## config.mk

```make
export PLATFORM = sky130hd
export DESIGN_NAME = arcade_input_conditioner_flat
export DESIGN_NICKNAME = d
export VERILOG_FILES = /design/src/rtl/arcade_input_conditioner_pkg.sv /design/src/rtl/arcade_input_conditioner_if.sv /design/src/rtl/arcade_input_conditioner_debounce.sv /design/src/rtl/arcade_input_conditioner.sv /design/src/flat_wrapper.sv
export SDC_FILE = /design/constraint.sdc
export NUM_CORES = 1
export LEC_CHECK = 0
export BUFFER_PORTS_ARGS = -buffer_cell sky130_fd_sc_hd__buf_2
export CELL_PAD_IN_SITES_DETAIL_PLACEMENT = 2
export CELL_PAD_IN_SITES_GLOBAL_PLACEMENT = 2
export CORE_UTILIZATION = 36
export CTS_BUF_LIST = sky130_fd_sc_hd__clkbuf_8
export DETAILED_ROUTE_END_ITERATION = 12
export GPL_TIMING_DRIVEN = 0
export PLACE_DENSITY = 0.76
export RECOVER_POWER = 100
export SETUP_SLACK_MARGIN = 0.02
export SLEW_MARGIN = 20
export SYNTH_ARGS = -nofsm -noshare
export SYNTH_HDL_FRONTEND = slang
export SYNTH_HIERARCHICAL = 1
export SYNTH_SLANG_ARGS = --single-unit
```

## constraint.sdc

```tcl
create_clock -name clk_49m -period 11.5 [get_ports clk_49m]
set_input_delay 3.45 -clock clk_49m [delete_from_list [all_inputs] [get_ports clk_49m]]
set_output_delay 3.45 -clock clk_49m [all_outputs]
set_load 0.01 [all_outputs]
```

## src/rtl/arcade_input_conditioner_pkg.sv

```systemverilog
// Shared constants and types for the arcade input conditioner.
package input_cond_pkg;

  // PS/2 set-2 scan codes recognised by the keyboard decoder
  localparam logic [7:0] SC_START1  = 8'h16;
  localparam logic [7:0] SC_START2  = 8'h1E;
  localparam logic [7:0] SC_COIN1   = 8'h2E;
  localparam logic [7:0] SC_COIN2   = 8'h36;
  localparam logic [7:0] SC_SERVICE = 8'h46;
  localparam logic [7:0] SC_PAUSE   = 8'h4D;
  localparam logic [7:0] SC_UP      = 8'h75;
  localparam logic [7:0] SC_DOWN    = 8'h72;
  localparam logic [7:0] SC_LEFT    = 8'h6B;
  localparam logic [7:0] SC_RIGHT   = 8'h74;
  localparam logic [7:0] SC_FIRE    = 8'h14;

  // Joystick word bit positions (same map for both pads)
  localparam int JOY_R     = 0;
  localparam int JOY_L     = 1;
  localparam int JOY_D     = 2;
  localparam int JOY_U     = 3;
  localparam int JOY_FIRE  = 4;
  localparam int JOY_START = 5;
  localparam int JOY_COIN  = 6;
  localparam int JOY_PAUSE = 7;

  // Positions inside the merged, active-high button vector
  localparam int B_P1_R    = 0;
  localparam int B_P1_L    = 1;
  localparam int B_P1_D    = 2;
  localparam int B_P1_U    = 3;
  localparam int B_P1_FIRE = 4;
  localparam int B_START1  = 5;
  localparam int B_P2_R    = 6;
  localparam int B_P2_L    = 7;
  localparam int B_P2_D    = 8;
  localparam int B_P2_U    = 9;
  localparam int B_P2_FIRE = 10;
  localparam int B_START2  = 11;
  localparam int B_COIN1   = 12;
  localparam int B_COIN2   = 13;
  localparam int B_SERVICE = 14;
  localparam int B_PAUSE   = 15;
  localparam int NUM_BTN   = 16;

  typedef enum logic [1:0] {IDLE, PULSE, GAP} coin_state_t;

  // Latched keyboard state, 1 = key held
  typedef struct packed {
    logic start1;
    logic start2;
    logic coin1;
    logic coin2;
    logic service;
    logic pause;
    logic up;
    logic down;
    logic left;
    logic right;
    logic fire;
  } key_state_t;

endpackage

```

## src/rtl/arcade_input_conditioner_if.sv

```systemverilog
// Bundle between the host side (hps_io / PS2 / pads) and the core control inputs.
interface arcade_input_conditioner_if;
  logic [10:0] ps2_key;
  logic [15:0] joystick_0;
  logic [15:0] joystick_1;
  logic [1:0]  coin;
  logic        btn_service;
  logic [1:0]  btn_start;
  logic [3:0]  p1_joystick;
  logic [3:0]  p2_joystick;
  logic        p1_fire;
  logic        p2_fire;
  logic        pause_btn;

  // host side: drives raw inputs, observes conditioned controls
  modport master (
    output ps2_key, joystick_0, joystick_1,
    input  coin, btn_service, btn_start, p1_joystick, p2_joystick,
           p1_fire, p2_fire, pause_btn
  );

  // conditioner side
  modport slave (
    input  ps2_key, joystick_0, joystick_1,
    output coin, btn_service, btn_start, p1_joystick, p2_joystick,
           p1_fire, p2_fire, pause_btn
  );
endinterface

```

## src/rtl/arcade_input_conditioner_debounce.sv

```systemverilog
// Vector debouncer: each bit follows its raw input only after the raw level
// has held unchanged long enough. Raw edge to output edge is CYCLES+1 clocks.
module input_debounce #(
  parameter int WIDTH  = 16,
  parameter int CYCLES = 49152
) (
  input  logic             clk,
  input  logic             rst,
  input  logic [WIDTH-1:0] raw,
  output logic [WIDTH-1:0] stable
);

  localparam int            CW   = $clog2(CYCLES) + 1;
  localparam logic [CW-1:0] LAST = CW'(CYCLES - 1);

  logic [WIDTH-1:0]         raw_q, raw_d;
  logic [WIDTH-1:0]         stable_q, stable_d;
  logic [WIDTH-1:0][CW-1:0] cnt_q, cnt_d;

  // Per-bit down-counter: reloaded on any raw change, adopt raw level at terminal count
  always_comb begin
    raw_d    = raw;
    stable_d = stable_q;
    cnt_d    = cnt_q;
    for (int i = 0; i < WIDTH; i++) begin
      if (raw[i] != raw_q[i]) begin
        cnt_d[i] = LAST;
      end else if (raw_q[i] != stable_q[i]) begin
        if (cnt_q[i] == '0) begin
          stable_d[i] = raw_q[i];
          cnt_d[i]    = LAST;
        end else begin
          cnt_d[i] = cnt_q[i] - 1'b1;
        end
      end else begin
        cnt_d[i] = LAST;
      end
    end
  end

  // State registers; reset leaves every bit stable-released
  always_ff @(posedge clk or posedge rst) begin
    if (rst) begin
      raw_q    <= '0;
      stable_q <= '0;
      cnt_q    <= {WIDTH{LAST}};
    end else begin
      raw_q    <= raw_d;
      stable_q <= stable_d;
      cnt_q    <= cnt_d;
    end
  end

  assign stable = stable_q;

endmodule

```

## src/rtl/arcade_input_conditioner.sv

```systemverilog
// Arcade input conditioner: PS/2 key decode, merge with pads, debounce,
// SOCD resolution and coin pulse shaping for the ScooterShooter core.
//
// Coin FSM (one per coin slot)
//   state | meaning
//   IDLE  | output high, waiting for a debounced coin rising edge
//   PULSE | output low for COIN_PULSE_CYCLES
//   GAP   | output high for COIN_GAP_CYCLES, then replay one queued credit
module arcade_input_conditioner
  import input_cond_pkg::*;
#(
  parameter int DEBOUNCE_CYCLES   = 49152,
  parameter int COIN_PULSE_CYCLES = 4915200,
  parameter int COIN_GAP_CYCLES   = 2457600,
  parameter bit SOCD_NEUTRAL      = 1'b1
) (
  input logic                       clk_49m,
  input logic                       reset,
  arcade_input_conditioner_if.slave io
);

  localparam int CMAX  = (COIN_PULSE_CYCLES > COIN_GAP_CYCLES) ? COIN_PULSE_CYCLES : COIN_GAP_CYCLES;
  localparam int CNT_W = $clog2(CMAX) + 1;
  localparam logic [CNT_W-1:0] PULSE_LAST = CNT_W'(COIN_PULSE_CYCLES - 1);
  localparam logic [CNT_W-1:0] GAP_LAST   = CNT_W'(COIN_GAP_CYCLES - 1);

  key_state_t         keys_q, keys_d;
  logic               toggle_q, toggle_d;
  logic [NUM_BTN-1:0] raw;
  logic [NUM_BTN-1:0] db;
  logic [1:0]         coin_db;
  logic [1:0]         coin_n;

  // Extended-code flag and upper pad bits are not used by this core
  logic unused_inputs;
  assign unused_inputs = ^{io.ps2_key[8], io.joystick_0[15:8], io.joystick_1[15:8]};

  // Keyboard decode: a flip of ps2_key[10] marks a new make/break event
  always_comb begin
    toggle_d = io.ps2_key[10];
    keys_d   = keys_q;
    if (io.ps2_key[10] != toggle_q) begin
      case (io.ps2_key[7:0])
        SC_START1:  keys_d.start1  = io.ps2_key[9];
        SC_START2:  keys_d.start2  = io.ps2_key[9];
        SC_COIN1:   keys_d.coin1   = io.ps2_key[9];
        SC_COIN2:   keys_d.coin2   = io.ps2_key[9];
        SC_SERVICE: keys_d.service = io.ps2_key[9];
        SC_PAUSE:   keys_d.pause   = io.ps2_key[9];
        SC_UP:      keys_d.up      = io.ps2_key[9];
        SC_DOWN:    keys_d.down    = io.ps2_key[9];
        SC_LEFT:    keys_d.left    = io.ps2_key[9];
        SC_RIGHT:   keys_d.right   = io.ps2_key[9];
        SC_FIRE:    keys_d.fire    = io.ps2_key[9];
        default:    ;
      endcase
    end
  end

  // Keyboard latch registers
  always_ff @(posedge clk_49m or posedge reset) begin
    if (reset) begin
      keys_q   <= '0;
      toggle_q <= 1'b0;
    end else begin
      keys_q   <= keys_d;
      toggle_q <= toggle_d;
    end
  end

  // Merge keyboard with pads; keyboard directions and fire feed both players
  always_comb begin
    raw            = '0;
    raw[B_P1_R]    = keys_q.right  | io.joystick_0[JOY_R];
    raw[B_P1_L]    = keys_q.left   | io.joystick_0[JOY_L];
    raw[B_P1_D]    = keys_q.down   | io.joystick_0[JOY_D];
    raw[B_P1_U]    = keys_q.up     | io.joystick_0[JOY_U];
    raw[B_P1_FIRE] = keys_q.fire   | io.joystick_0[JOY_FIRE];
    raw[B_START1]  = keys_q.start1 | io.joystick_0[JOY_START];
    raw[B_P2_R]    = keys_q.right  | io.joystick_1[JOY_R];
    raw[B_P2_L]    = keys_q.left   | io.joystick_1[JOY_L];
    raw[B_P2_D]    = keys_q.down   | io.joystick_1[JOY_D];
    raw[B_P2_U]    = keys_q.up     | io.joystick_1[JOY_U];
    raw[B_P2_FIRE] = keys_q.fire   | io.joystick_1[JOY_FIRE];
    raw[B_START2]  = keys_q.start2 | io.joystick_1[JOY_START];
    raw[B_COIN1]   = keys_q.coin1  | io.joystick_0[JOY_COIN] | io.joystick_1[JOY_COIN];
    raw[B_COIN2]   = keys_q.coin2;
    raw[B_SERVICE] = keys_q.service;
    raw[B_PAUSE]   = keys_q.pause  | io.joystick_0[JOY_PAUSE] | io.joystick_1[JOY_PAUSE];
  end

  input_debounce #(
    .WIDTH  (NUM_BTN),
    .CYCLES (DEBOUNCE_CYCLES)
  ) u_debounce (
    .clk    (clk_49m),
    .rst    (reset),
    .raw    (raw),
    .stable (db)
  );

  assign coin_db = {db[B_COIN2], db[B_COIN1]};

  for (genvar c = 0; c < 2; c++) begin : g_coin
    coin_state_t      state_q, state_d;
    logic [CNT_W-1:0] cnt_q, cnt_d;
    logic             pend_q, pend_d;
    logic             prev_q, prev_d;
    logic             out_n_q, out_n_d;
    logic             rise;

    // Next-state: one queued credit at most, replayed after the gap
    always_comb begin
      state_d = state_q;
      cnt_d   = cnt_q;
      pend_d  = pend_q;
      prev_d  = coin_db[c];
      rise    = coin_db[c] & ~prev_q;
      case (state_q)
        IDLE: begin
          if (rise) begin
            state_d = PULSE;
            cnt_d   = PULSE_LAST;
          end
        end
        PULSE: begin
          if (rise) pend_d = 1'b1;
          if (cnt_q == '0) begin
            state_d = GAP;
            cnt_d   = GAP_LAST;
          end else begin
            cnt_d = cnt_q - 1'b1;
          end
        end
        GAP: begin
          if (cnt_q == '0) begin
            if (pend_q || rise) begin
              state_d = PULSE;
              cnt_d   = PULSE_LAST;
              pend_d  = 1'b0;
            end else begin
              state_d = IDLE;
            end
          end else begin
            cnt_d = cnt_q - 1'b1;
            if (rise) pend_d = 1'b1;
          end
        end
        default: begin
          state_d = IDLE;
          pend_d  = 1'b0;
        end
      endcase
      out_n_d = (state_d != PULSE);
    end

    // State register; output flop tracks the state it enters on the same edge
    always_ff @(posedge clk_49m or posedge reset) begin
      if (reset) begin
        state_q <= IDLE;
        cnt_q   <= '0;
        pend_q  <= 1'b0;
        prev_q  <= 1'b0;
        out_n_q <= 1'b1;
      end else begin
        state_q <= state_d;
        cnt_q   <= cnt_d;
        pend_q  <= pend_d;
        prev_q  <= prev_d;
        out_n_q <= out_n_d;
      end
    end

    assign coin_n[c] = out_n_q;
  end

  logic       p1_u, p1_dn, p1_l, p1_r, p2_u, p2_dn, p2_l, p2_r;
  logic [3:0] p1_joy_q, p1_joy_d, p2_joy_q, p2_joy_d;
  logic [1:0] start_q, start_d;
  logic       service_q, service_d, p1_fire_q, p1_fire_d, p2_fire_q, p2_fire_d;
  logic       pause_q, pause_d;

  // Opposing-direction resolution and active-low output encoding
  always_comb begin
    p1_u  = db[B_P1_U];
    p1_dn = db[B_P1_D];
    p1_l  = db[B_P1_L];
    p1_r  = db[B_P1_R];
    p2_u  = db[B_P2_U];
    p2_dn = db[B_P2_D];
    p2_l  = db[B_P2_L];
    p2_r  = db[B_P2_R];
    if (SOCD_NEUTRAL) begin
      if (p1_u && p1_dn) begin p1_u = 1'b0; p1_dn = 1'b0; end
      if (p1_l && p1_r)  begin p1_l = 1'b0; p1_r  = 1'b0; end
      if (p2_u && p2_dn) begin p2_u = 1'b0; p2_dn = 1'b0; end
      if (p2_l && p2_r)  begin p2_l = 1'b0; p2_r  = 1'b0; end
    end
    p1_joy_d  = ~{p1_dn, p1_u, p1_r, p1_l};
    p2_joy_d  = ~{p2_dn, p2_u, p2_r, p2_l};
    start_d   = ~{db[B_START2], db[B_START1]};
    service_d = ~db[B_SERVICE];
    p1_fire_d = ~db[B_P1_FIRE];
    p2_fire_d = ~db[B_P2_FIRE];
    pause_d   = db[B_PAUSE];
  end

  // Output registers; reset forces every control to released
  always_ff @(posedge clk_49m or posedge reset) begin
    if (reset) begin
      p1_joy_q  <= 4'hF;
      p2_joy_q  <= 4'hF;
      start_q   <= 2'b11;
      service_q <= 1'b1;
      p1_fire_q <= 1'b1;
      p2_fire_q <= 1'b1;
      pause_q   <= 1'b0;
    end else begin
      p1_joy_q  <= p1_joy_d;
      p2_joy_q  <= p2_joy_d;
      start_q   <= start_d;
      service_q <= service_d;
      p1_fire_q <= p1_fire_d;
      p2_fire_q <= p2_fire_d;
      pause_q   <= pause_d;
    end
  end

  assign io.coin        = coin_n;
  assign io.btn_service = service_q;
  assign io.btn_start   = start_q;
  assign io.p1_joystick = p1_joy_q;
  assign io.p2_joystick = p2_joy_q;
  assign io.p1_fire     = p1_fire_q;
  assign io.p2_fire     = p2_fire_q;
  assign io.pause_btn   = pause_q;

endmodule
```

## src/flat_wrapper.sv

```systemverilog
// flat-port wrapper written by rule: the top's interface ports become plain ports
module arcade_input_conditioner_flat import input_cond_pkg::*;
#(
  parameter int DEBOUNCE_CYCLES   = 49152,
  parameter int COIN_PULSE_CYCLES = 4915200,
  parameter int COIN_GAP_CYCLES   = 2457600,
  parameter bit SOCD_NEUTRAL      = 1'b1
)
  (clk_49m, reset, io_ps2_key, io_joystick_0, io_joystick_1, io_coin, io_btn_service, io_btn_start, io_p1_joystick, io_p2_joystick, io_p1_fire, io_p2_fire, io_pause_btn);
  arcade_input_conditioner_if io_i ();
  input logic clk_49m;
  input logic reset;
  input wire logic [$bits(io_i.ps2_key)-1:0] io_ps2_key;
  input wire logic [$bits(io_i.joystick_0)-1:0] io_joystick_0;
  input wire logic [$bits(io_i.joystick_1)-1:0] io_joystick_1;
  output wire logic [$bits(io_i.coin)-1:0] io_coin;
  output wire logic [$bits(io_i.btn_service)-1:0] io_btn_service;
  output wire logic [$bits(io_i.btn_start)-1:0] io_btn_start;
  output wire logic [$bits(io_i.p1_joystick)-1:0] io_p1_joystick;
  output wire logic [$bits(io_i.p2_joystick)-1:0] io_p2_joystick;
  output wire logic [$bits(io_i.p1_fire)-1:0] io_p1_fire;
  output wire logic [$bits(io_i.p2_fire)-1:0] io_p2_fire;
  output wire logic [$bits(io_i.pause_btn)-1:0] io_pause_btn;
  assign io_i.ps2_key = io_ps2_key;
  assign io_i.joystick_0 = io_joystick_0;
  assign io_i.joystick_1 = io_joystick_1;
  assign io_coin = io_i.coin;
  assign io_btn_service = io_i.btn_service;
  assign io_btn_start = io_i.btn_start;
  assign io_p1_joystick = io_i.p1_joystick;
  assign io_p2_joystick = io_i.p2_joystick;
  assign io_p1_fire = io_i.p1_fire;
  assign io_p2_fire = io_i.p2_fire;
  assign io_pause_btn = io_i.pause_btn;
  arcade_input_conditioner #(.DEBOUNCE_CYCLES(DEBOUNCE_CYCLES), .COIN_PULSE_CYCLES(COIN_PULSE_CYCLES), .COIN_GAP_CYCLES(COIN_GAP_CYCLES), .SOCD_NEUTRAL(SOCD_NEUTRAL)) u_core (.clk_49m(clk_49m), .reset(reset), .io(io_i));
endmodule
```

==> run summary <==
Status -> complete, but fails checks
Failing checks -> capacitance limit, slew limit
Initial antenna violation count -> 12
DIE AREA -> 55500 um2
Final net count -> 2181
Setup-failing EPs final -> 0
Post-CTS Hold Fix Bufs -> 0
Drt wl/cell -> 18.9 um
Worst min-delay path class -> reg2reg
Initial drt markers -> 499
H-tree depth -> 3
Post-synthesis simple-gate area fraction -> 25.9%
Post-synth top flop -> dfstp_2
Die Wd -> 236 um
Final WS setup -> 4180 ps
Max_cap viols -> 2
Setup Fix Bufs, Post-CTS -> 0
Core area -> 53800 um2
Syn_area_per_cell -> 9.96 um2
Worst r2r src -> u_core/g_coin[1].cnt_q[5]$_DFFE_PP0P_
Root Buffer -> clkbuf_8
Main combinational cell family by area after synthesis -> simple AND/OR/NAND/NOR gates
Met3 Use GR -> 4.33%
Detail Route Antenna Nets -> 0
Initial Utilization -> 36.5%
Detail Placement HPWL -> 36400 um
Port Buf Inserts -> 42
Non-Filler Instances -> 2851
WP data arrival -> 7180 ps
Post-Syn Area -> 19600 um2
Cells resized by post-CTS repair -> 0
Post-synth EDFFs -> 0
Clk_lat worst skew -> 650 ps
Synth top area cells -> dfstp_2 (34%), dfrtp_1 (17%), nand2_1 (6.1%)
Final Hold Vio Count -> 0
Area Growth Syn to Fin -> 12.7%
Maximum clock path buffer count -> 3
Mux share of post-synthesis cell area -> 0.682%
Lkg Pwr -> 8.23 nW
Compound-Gate Fraction of Synth Area -> 9.18%
Post-Route Skew -> 25.3 ps
Crit Path Class -> in2async
Row count -> 85
Crit path time final -> 7320 ps
Fraction of registers with async set/reset -> 100%
Placed cells -> 2713
Pwr Total -> 2.76 mW
I/O pin count -> 61
Drt drc -> 0
GR peak layer -> met2
Syn nets -> 2060
Via count -> 15600
M2 GR Usage -> 34.6%
Max Freq -> 0.137 GHz
GR met1 Demand/Resource -> 23.5%
Grt ovf -> 0
TritonCTS clock tree -> built
Crit path required time -> 11360 ps
Yosys cell types -> 66
Share of the synthesized area in the top cell type -> 34.1%
Global-route wire length before repair -> 90800 um
Dpl ws -> 5920 ps
Internal power -> 2.07 mW
DRT Wirelength -> 53800 um
CP Launch Type -> input pin
Num CTS Buffers -> 73
Worst-path clk slew -> 60 ps
RSZ-0062 raised after global routing -> no
Max Slew Vio Count -> 101
Mapped Cells -> 1971
Yosys warnings -> 6
Crit. End Element -> asynchronous set/reset pin
Clk network pwr share -> 46.5%
Final period util -> 63.7%
Vias per cell -> 5.47
Setup crit start -> reset
Clk sinks -> 388
Pwr dens -> 125 nW/um2
CP Max Fanout -> 63
Seq pwr share -> 50.5%
Die Ht -> 236 um
Peak VDD IR -> 68.9 uV
GP Congestion -> 0.762
Comb pwr share -> 2.9%
Post-synthesis xor/xnor area fraction -> 8.16%
Seq cells post-synth -> 388
Sw Pwr -> 693 uW
Share of cells above drive strength 1 -> 19.6%
All-Layer GR Usage -> 19.7%
Number of global-route vias before repair -> 17800
Worst Hold Launch -> u_core/u_debounce/stable[15]$_DFFE_PP0P_
Adder-Cell Fraction of Synth Area -> 2.80%
Fin Hold WS -> 458 ps
Post-synthesis sequential area ratio -> 51.1%
Sw Share -> 25.1%
Pin count of the biggest net entering global routing -> 102
Leading area contributor after synthesis -> dfstp_2
Slew HR -> -154%
Drt pass-1 iters -> 6
Worst Tran Pin Value -> 3810 ps
-- sequential cells by signal, summed over array words and instances, names as in the netlist, 2 cells and up --
signal and count:
u_core/keys_q 11, u_core/io.p2_joystick 4, u_core/g_coin.out_n_q 2, u_core/u_debounce/stable 16, u_core/g_coin.pend_q 2, u_core/g_coin.cnt_q 48, u_core/u_debounce/raw_q 16, u_core/u_debounce/cnt_q 272
u_core/g_coin.prev_q 2, u_core/g_coin.state_q 4, u_core/io.p1_joystick 4, u_core/io.btn_start 2
-- power groups by stage --
stage | combinational, mW | clock [mW] | sequential, mW
3_3_place_gp | 0.0761 | 0 | 1.41
3_5_place_dp | 0.0864 | 0 | 1.41
2_1_floorplan | 0.0510 | 0 | 1.41
5_1_grt | 0.0934 | 1.39 | 1.39
6_report | 0.0813 | 1.28 | 1.39
4_1_cts | 0.0870 | 1.34 | 1.39
-- cell usage in the layout (no fill, tap or decap), types with 8 or more instances in the layout --
cell type / netlist / final
a21oi_1: 69 / 70
nand3b_1: 12 / 12
clkbuf_8: 0 / 83
or2_2: 17 / 17
o31ai_1: 22 / 23
nand2_1: 320 / 320
nor4b_1: 17 / 17
ha_1: 44 / 44
nand3_1: 90 / 90
clkbuf_1: 41 / 65
and2_1: 27 / 10
nor3b_1: 31 / 31
nor3_1: 43 / 43
nor2b_1: 8 / 8
xor2_1: 96 / 96
dfrtp_1: 133 / 133
or3_1: 23 / 23
nand2b_1: 38 / 38
nor4_1: 83 / 82
nand4b_1: 25 / 25
xnor2_1: 87 / 87
mux2_2: 11 / 10
o22a_1: 28 / 28
o211ai_1: 18 / 18
or4_1: 36 / 37
buf_2: 4 / 24
dfstp_2: 255 / 251
nor2_1: 118 / 118
nand4_1: 52 / 52
and2_0: 0 / 18
a31oi_1: 14 / 14
nor4_2: 9 / 10
o21ai_0: 54 / 55
o41ai_1: 10 / 10
o21a_1: 16 / 16
inv_1: 58 / 94
o31a_1: 9 / 9
-- cell usage after synthesis, types with 10 or more instances --
cell,instances
a21oi_1,69
a31oi_1,14
and2_1,27
clkbuf_1,41
dfrtp_1,133
dfstp_2,255
ha_1,44
inv_1,58
mux2_2,11
nand2_1,320
nand2b_1,38
nand3_1,90
nand3b_1,12
nand4_1,52
nand4b_1,25
nor2_1,118
nor3_1,43
nor3b_1,31
nor4_1,83
nor4b_1,17
o211ai_1,18
o21a_1,16
o21ai_0,54
o22a_1,28
o31ai_1,22
o41ai_1,10
or2_2,17
or3_1,23
or4_1,36
xnor2_1,87
xor2_1,96
-- cell type report --
| class | instances | area [um2] |
|---|---|---|
| multi-input combinational | 1476 | 9150 |
| tap | 696 | 871 |
| clock inverter | 51 | 233 |
| clock buffer | 83 | 1140 |
| antenna | 4 | 10.0 |
| inverter | 58 | 220 |
| fill | 5849 | 31700 |
| buffer | 49 | 196 |
| sequential | 388 | 10000 |
| timing repair buffer | 46 | 273 |
-- cells by family after synthesis --
group / count (synthesis)
buffers and inverters: 107
adder cells (fa/ha/maj): 44
AND/OR/NAND/NOR: 966
flip-flops: 388
AO/OA/AOI/OAI: 271
multiplexers: 12
XOR/XNOR: 183
-- critical path: stages --
cell and delay, ps:
clkbuf_1 110, clkinvlp_2 810, clkbuf_1 2720
-- worst paths after layout --
check | end | slack [ps] | depth (start not counted)
max reg2reg | u_core/g_coin[1].cnt_q[16]$_DFFE_PP0P_ | 7770 | 8
min in group asynchronous | u_core/keys_q[6]$_DFFE_PP0P_ | 3140 | 2
min | u_core/io.pause_btn$_DFF_PP0_ | 460 | 0
max in group clk_49m | u_core/keys_q[8]$_DFFE_PP0P_ | 6600 | 6
min reg2reg | u_core/io.pause_btn$_DFF_PP0_ | 460 | 0
max | u_core/g_coin[1].state_q[1]$_DFF_PP0_ | 4180 | 3
-- layer usage --
metal	share of wire [%]	wire, um	vias up
li1	-	-	7294
met1	44	23500	8003
met2	50	27100	174
met3	3.2	1720	117
met4	2.6	1410	14
met5	0.17	91	-
-- stage by stage --
stage	util, %	setup TNS, ps	instance area (um2)
3_5_place_dp	38.7	0	20800
5_1_grt	41.1	0	22100
3_3_place_gp	38.5	-361770	20700
6_report	41.1	0	22100
4_1_cts	41.3	0	22200
2_1_floorplan	-	0	19600
Note: power is estimated with default switching activity, not from simulation.
